`config.mk`:
```
export PLATFORM = sky130hd
export DESIGN_NAME = interrupt_controller
export DESIGN_NICKNAME = d
export VERILOG_FILES = /design/src/rtl/interrupt_controller_pkg.sv /design/src/rtl/interrupt_controller.sv
export SDC_FILE = /design/constraint.sdc
export NUM_CORES = 1
export LEC_CHECK = 0
export ABC_AREA = 1
export ABC_CLOCK_PERIOD_IN_PS = 3900
export CELL_PAD_IN_SITES_DETAIL_PLACEMENT = 1
export CELL_PAD_IN_SITES_GLOBAL_PLACEMENT = 1
export CORE_MARGIN = 3
export CORE_UTILIZATION = 29
export CTS_CLUSTER_DIAMETER = 150
export CTS_CLUSTER_SIZE = 12
export DETAILED_ROUTE_END_ITERATION = 10
export MAX_ROUTING_LAYER = met4
export PLACE_DENSITY_LB_ADDON = 0.1
export SETUP_SLACK_MARGIN = 0.15
export SLEW_MARGIN = 20
export SYNTH_ARGS = -nofsm -noshare
export SYNTH_HDL_FRONTEND = slang
export SYNTH_SLANG_ARGS = --single-unit
export TNS_END_PERCENT = 100
```
`constraint.sdc`:
```
create_clock -name clk -period 3.9 [get_ports clk]
set_input_delay 1.17 -clock clk [delete_from_list [all_inputs] [get_ports clk]]
set_output_delay 1.17 -clock clk [all_outputs]
set_load 0.05 [all_outputs]
```
`src/rtl/interrupt_controller_pkg.sv`:
```
// Shared ISA constants: ALU op codes, interrupt FSM states and the
// default interrupt vector used by the PC load path.
package interrupt_controller_pkg;

    localparam logic [12:0] DEFAULT_VECTOR = 13'h004;

    typedef enum logic [1:0] {
        ST_IDLE,
        ST_WAIT,
        ST_ENTRY
    } irq_state_t;

    typedef enum logic [3:0] {
        ALU_ADD,
        ALU_SUB,
        ALU_AND,
        ALU_OR,
        ALU_XOR,
        ALU_COM,
        ALU_INC,
        ALU_DEC,
        ALU_RLF,
        ALU_RRF,
        ALU_SWAP,
        ALU_PASS
    } alu_op_t;

endpackage

```
`src/rtl/interrupt_controller.sv`:
```
// Interrupt controller: rising-edge flag capture, {GIE, enables} register
// and a 4-cycle entry sequencer aligned to instruction boundaries.
// Ports:
//   clk, rst                     clock, sync active-high reset
//   int_src                      raw interrupt levels
//   q_end, instr_retfie          instruction boundary / RETFIE retire
//   ie_wr_en, ie_wr_data         {GIE, enables} write
//   flag_clr_en, flag_clr_mask   pending flag clear
//   int_flags, ie_rd_data        sticky flags / current {GIE, enables}
//   irq_flush, stack_push        entry strobes to decoder and stack
//   pc_vector_en, pc_vector      PC vector load
//   irq_active                   high in WAIT and ENTRY
module interrupt_controller
    import interrupt_controller_pkg::*;
#(
    parameter int          NUM_SRC     = 4,
    parameter logic [12:0] VECTOR_ADDR = DEFAULT_VECTOR
) (
    input  logic               clk,
    input  logic               rst,
    input  logic [NUM_SRC-1:0] int_src,
    input  logic               q_end,
    input  logic               instr_retfie,
    input  logic               ie_wr_en,
    input  logic [NUM_SRC:0]   ie_wr_data,
    input  logic               flag_clr_en,
    input  logic [NUM_SRC-1:0] flag_clr_mask,
    output logic [NUM_SRC-1:0] int_flags,
    output logic [NUM_SRC:0]   ie_rd_data,
    output logic               irq_flush,
    output logic               stack_push,
    output logic               pc_vector_en,
    output logic [12:0]        pc_vector,
    output logic               irq_active
);

    irq_state_t         state;
    irq_state_t         state_nx;
    logic [1:0]         phase;
    logic [NUM_SRC-1:0] src_q;
    logic [NUM_SRC-1:0] flags;
    logic [NUM_SRC-1:0] enables;
    logic               gie;
    logic               pending;
    logic               entry_start;

    assign pending     = gie & |(flags & enables);
    assign entry_start = (state == ST_WAIT) & (state_nx == ST_ENTRY);

    assign int_flags  = flags;
    assign ie_rd_data = {gie, enables};
    assign pc_vector  = VECTOR_ADDR;

    always_ff @(posedge clk) begin
        if (rst) begin
            state   <= ST_IDLE;
            phase   <= 2'd0;
            src_q   <= '0;
            flags   <= '0;
            gie     <= 1'b0;
            enables <= '0;
        end else begin
            state <= state_nx;
            // Phase wraps 3 -> 0 as ENTRY hands back to IDLE.
            phase <= (state == ST_ENTRY) ? phase + 2'd1 : 2'd0;
            src_q <= int_src;
            // A new edge overrides a same-cycle clear.
            flags <= (flags & ~({NUM_SRC{flag_clr_en}} & flag_clr_mask))
                   | (int_src & ~src_q);
            if (ie_wr_en) begin
                gie     <= ie_wr_data[NUM_SRC];
                enables <= ie_wr_data[NUM_SRC-1:0];
            end else if (instr_retfie) begin
                gie <= 1'b1;
            end
            // Entry masks further interrupts even against a racing write.
            if (entry_start) begin
                gie <= 1'b0;
            end
        end
    end

    always_comb begin
        state_nx     = state;
        irq_flush    = 1'b0;
        stack_push   = 1'b0;
        pc_vector_en = 1'b0;
        irq_active   = 1'b0;
        unique case (state)
            ST_IDLE: begin
                if (pending) begin
                    state_nx = ST_WAIT;
                end
            end
            ST_WAIT: begin
                irq_active = 1'b1;
                if (!pending) begin
                    state_nx = ST_IDLE;
                end else if (q_end) begin
                    state_nx = ST_ENTRY;
                end
            end
            ST_ENTRY: begin
                irq_active = 1'b1;
                irq_flush  = (phase == 2'd0);
                if (phase == 2'd3) begin
                    stack_push   = 1'b1;
                    pc_vector_en = 1'b1;
                    state_nx     = ST_IDLE;
                end
            end
            default: begin
                state_nx = ST_IDLE;
            end
        endcase
    end

endmodule
```
### Word-level counts from Yosys, hierarchy flattened

Cells that the tools add are included.

| word-level totals | value |
|---|---|
| output and inout bits | 26 |
| input port bits | 19 |
| bits in registers | 17 |
| word-level logic and storage cells | 39 |

| operators by class | value |
|---|---|
| bitwise logic cells | 10 |
| $add $sub $neg | 1 |
| reduce and logical (&&, ||, !) cells | 7 |
| muxes and demuxes | 11 |
| equal/unequal tests | 4 |

Operators by type and width:

| operator | number |
|---|---|
| 4-bit bitwise AND | 4 |
| 2-bit 2-to-1 mux | 4 |
| 4-bit inverter | 2 |
| 2-bit == test (second input constant) | 3 |
| 1-bit 2-to-1 mux | 6 |
| 2-bit one-hot mux with 3 select lines | 1 |
| 2-bit OR reduction | 3 |
| 2-bit logical NOT | 2 |
| 4-bit OR | 1 |
| 4-bit OR reduction | 1 |
| 2-bit by 1-bit adder with 2-bit output (second input constant) | 1 |
| 1-bit bitwise AND | 2 |
| 2-bit by 1-bit == test with 1-bit output (second input constant) | 1 |
| 2-bit nonzero test | 1 |
| 1-bit inverter | 1 |

### Logic depth before layout (Yosys ltp)

| logic depth | value |
|---|---|
| depth after elaboration | 8 |
| mapped depth | 11 |

### Least setup slack after synthesis

No wires, ideal clock.

| timing path | value |
|---|---|
| kind | reg-to-output |
| from | reg state[0] |
| to | out stack_push |
| cell stages (with the launch flop) | 6 |
| data arrival time | 1.254 ns |
| path slack | 1.476 ns |
| cell sequence | dfxtp_1 > inv_1 > ha_1 > nand2_1 > inv_1 > buf_4 |

| between the ends | value |
|---|---|
| cells in the longest elaborated chain, start to end | 2 |

Ends and longest elaborated chain:

| what | line | source |
|---|---|---|
| from (decl) | interrupt_controller.sv:37 | `irq_state_t state;` |
| from (signal assigned) | interrupt_controller.sv:63 | `state <= state_nx;` |
| 2-bit == test | n/a |  |
| 1-bit 2-to-1 mux | n/a |  |
| to (decl) | interrupt_controller.sv:31 | `output logic stack_push,` |

Every way passes these cells.

### Worst setup path after layout

| timing path | value |
|---|---|
| from | reg state[1] |
| to | out pc_vector_en |

| between the ends | value |
|---|---|
| cells in the longest elaborated chain, start to end | 2 |

Ends and longest elaborated chain:

| what | line | source |
|---|---|---|
| 2-bit == test | interrupt_controller.sv:89 | `unique case (state)` |
| 1-bit 2-to-1 mux | interrupt_controller.sv:89 |  |
| to (decl) | interrupt_controller.sv:32 | `output logic pc_vector_en,` |

Every way passes these cells.

==> flow_summary.yaml <==
setup_path:
  r2r_start: "state[1]"
  critPathKind: "flop to output port"
  crit_chain: "ha_1 > nand2_1 > inv_1 > clkdlybuf4s50_1"
  max_stage_delay_ps: 790
  crit_path_start_kind: "flop"
  end_kind: "output port"
  cp_max_fo: 5
  critPathBufInv: 2
  cp.required_ps: 2730
  cp_slowest_cell: "clkdlybuf4s50_1"
  cp.arrival_ps: 1940
  cp-startpoint: "state[1]"
  crit_family: "buffers and inverters"
synthesis:
  synth_seq_cells: 17
  syn_area_per_cell_um2: 7.415
  async_flop_share_pct: 0
  synthTopCellsByCount: "nor2_1, nand2_1, dfxtp_1, inv_1, buf_4"
  yosysMostFrequentCell: "nor2_1"
  syn-instance-count: 122
  ys_warn_count: 0
  synth_area_leader_cell: "dfxtp_1"
  ys_seq_area_share_pct: 37.62
  synthesis.area_um2: 904.6
  synth_top_area_share_pct: 37.62
  synth-edff-count: 0
  synth_area_leaders: "dfxtp_1, buf_4, ha_1, nor2_1, nand2_1"
  yosys_most_used_dff: "dfxtp_1"
  yosysUniqueCellTypes: 20
timing:
  setup_viol: 0
  max_slew_margin_pct: 66.18
  tightest_slew_ps: 505.8
  final_hold_viol_count: 0
  slew_viol_final: 0
  fmax_ghz: 0.3220
  setup_tns_ps: 0
  rsz0062_at_grt: "no"
  finalCritPeriodShare_pct: 79.62
  fin_worst_skew_ps: 5.281
  period_needed_ps: 3105
pwr:
  swShare_pct: 35.37
  internal_power_mw: 0.2607
  p_clk_share_pct: 23.1
  seq_power_share_pct: 47.5
  p_leak_nw: 0.5638
  pwr-share-comb_pct: 29.4
  p_switching_mw: 0.1426
  p_per_area_nw_per_um2: 334.4
  design_power_total_mw: 0.4033
  ir_drop_uv: 171.8
drt:
  drtAntennaViolNets: 0
  vias: 784
  via_per_inst: 4.284
  drt_iter0_markers: 15
  drc: 0
  routed_wl_um: 1993
  drtPass1Iterations: 2
  avgRoutedWirePerCell_um: 10.89
die:
  core_area_um2: 2853
  ios: 45
  start_util_pct: 31.71
  dieArea_um2: 3825
  chipHeight_um: 61.85
  die_w_um: 61.85
  num_rows: 19
grt:
  grt_pass1_vias: 811
  antenna_found_initial: 0
  gr-total-overflow: 0
  grt_max_degree: 13
  grt_usage_pct: 12.92
  grt_pass1_wl_um: 3588
min_path:
  hp-start: "src_q[2]"
  hold_class: "flop to flop"
place:
  dp_hpwl_um: 1691
  routabilityCongestion: 0.8363
  io_buffers: 31
job:
  cap_violations: 0
clock_network:
  postCtsSetupBuffers: 0
  cts_root_buf: "clkbuf_4"
  hold_buffers: 0
  cts.repair.resized: 0
  worstSkewPairLatency_ps: 290
  h-tree-depth: 1
  numCtsBuffers: 3
  cts_num_sinks: 17
  cts_buffer_depth: 2
  clk_pin_slew_ps: 100
  cts_tree: "yes"
finish:
  syn_to_final_growth_pct: 33.33
  layout.nets: 178
  drive_above_1_share_pct: 7.237
  diodes: 0
run_status:
  status: "finished clean"
cell usage in the layout (no fill, tap or decap), types with 2 or more instances in the layout:
cell,Yosys,routed
clkbuf_4,0,3
o31ai_1,4,4
nand2_1,18,18
inv_1,16,16
nor2_1,20,20
ha_1,6,6
conb_1,2,13
clkdlybuf4s50_1,0,31
dfxtp_1,17,17
o21ai_0,4,4
nand3_1,9,9
inv_2,2,2
stage by stage:
step	cells	area, um^2	util (%)	setup slack (ps)	hold WS [ps]
2_1_floorplan	133	945.9	-	1476	394.5
3_3_place_gp	179	1179	41.32	1133	401.0
3_5_place_dp	179	1179	41.32	1118	405.3
4_1_cts	183	1206	42.28	778.2	421.5
5_1_grt	183	1206	42.28	642.2	442.5
6_report	183	1206	42.28	794.9	420.0
worst reg2reg max path, stage by stage (launching register included):
cell and delay, ps:
dfxtp_1 430, ha_1 280, inv_2 50, or2_4 240, nand3_1 80, nand3_1 60
nand2_1 70, nand2_1 70, nor2_1 140, nor2_1 50
registers in the layout (all words and copies together) (netlist names):
name       count
enables        4
state          2
gie            1
src_q          4
phase          2
int_flags      4
power by group through the flow:
stage | sequential [mW] | clock (mW) | combinational (mW)
2_1_floorplan | 0.216 | 0 | 0.0677
3_3_place_gp | 0.196 | 0 | 0.118
3_5_place_dp | 0.196 | 0 | 0.119
4_1_cts | 0.192 | 0.100 | 0.119
5_1_grt | 0.194 | 0.105 | 0.129
6_report | 0.192 | 0.0933 | 0.118
cell type report:
cell class / instances / area [um^2]
Tap cell: 31 / 38.79
Sequential cell: 17 / 340.3
Clock buffer: 3 / 22.52
Inverter: 19 / 71.32
Fill cell: 364 / 1647
Clock inverter: 1 / 5.005
Timing Repair Buffer: 31 / 310.3
Multi-Input combinational cell: 81 / 417.9
routing by layer:
| metal | GRT usage [%] | part of all wire, % |
|---|---|---|
| met1 | 16.13 | 46 |
| met2 | 21.23 | 47 |
| met3 | 4.339 | 6.7 |
| met4 | 0.9091 | 0 |
| met5 | - | 0 |
worst paths after layout:
check	to	slack, ps	cells after the start
worst max-delay path	pc_vector_en	790	4
worst min-delay path	int_flags[2]	420	1
worst max register to register	gie	2320	9
worst min register to register	int_flags[2]	420	1
cell families (layout without fill, tap and decap cells):
| kind of cell | Yosys count | in the layout | share of synthesized area (%) |
|---|---|---|---|
| simple gates | 53 | 53 | 26.14 |
| flops | 17 | 17 | 37.62 |
| fa+ha+maj | 6 | 6 | 8.299 |
| other cells | 2 | 13 | 0.8302 |
| buf+inv | 35 | 54 | 20.75 |
| compound gates | 9 | 9 | 6.363 |
Note: power is estimated with default switching activity, not from simulation.
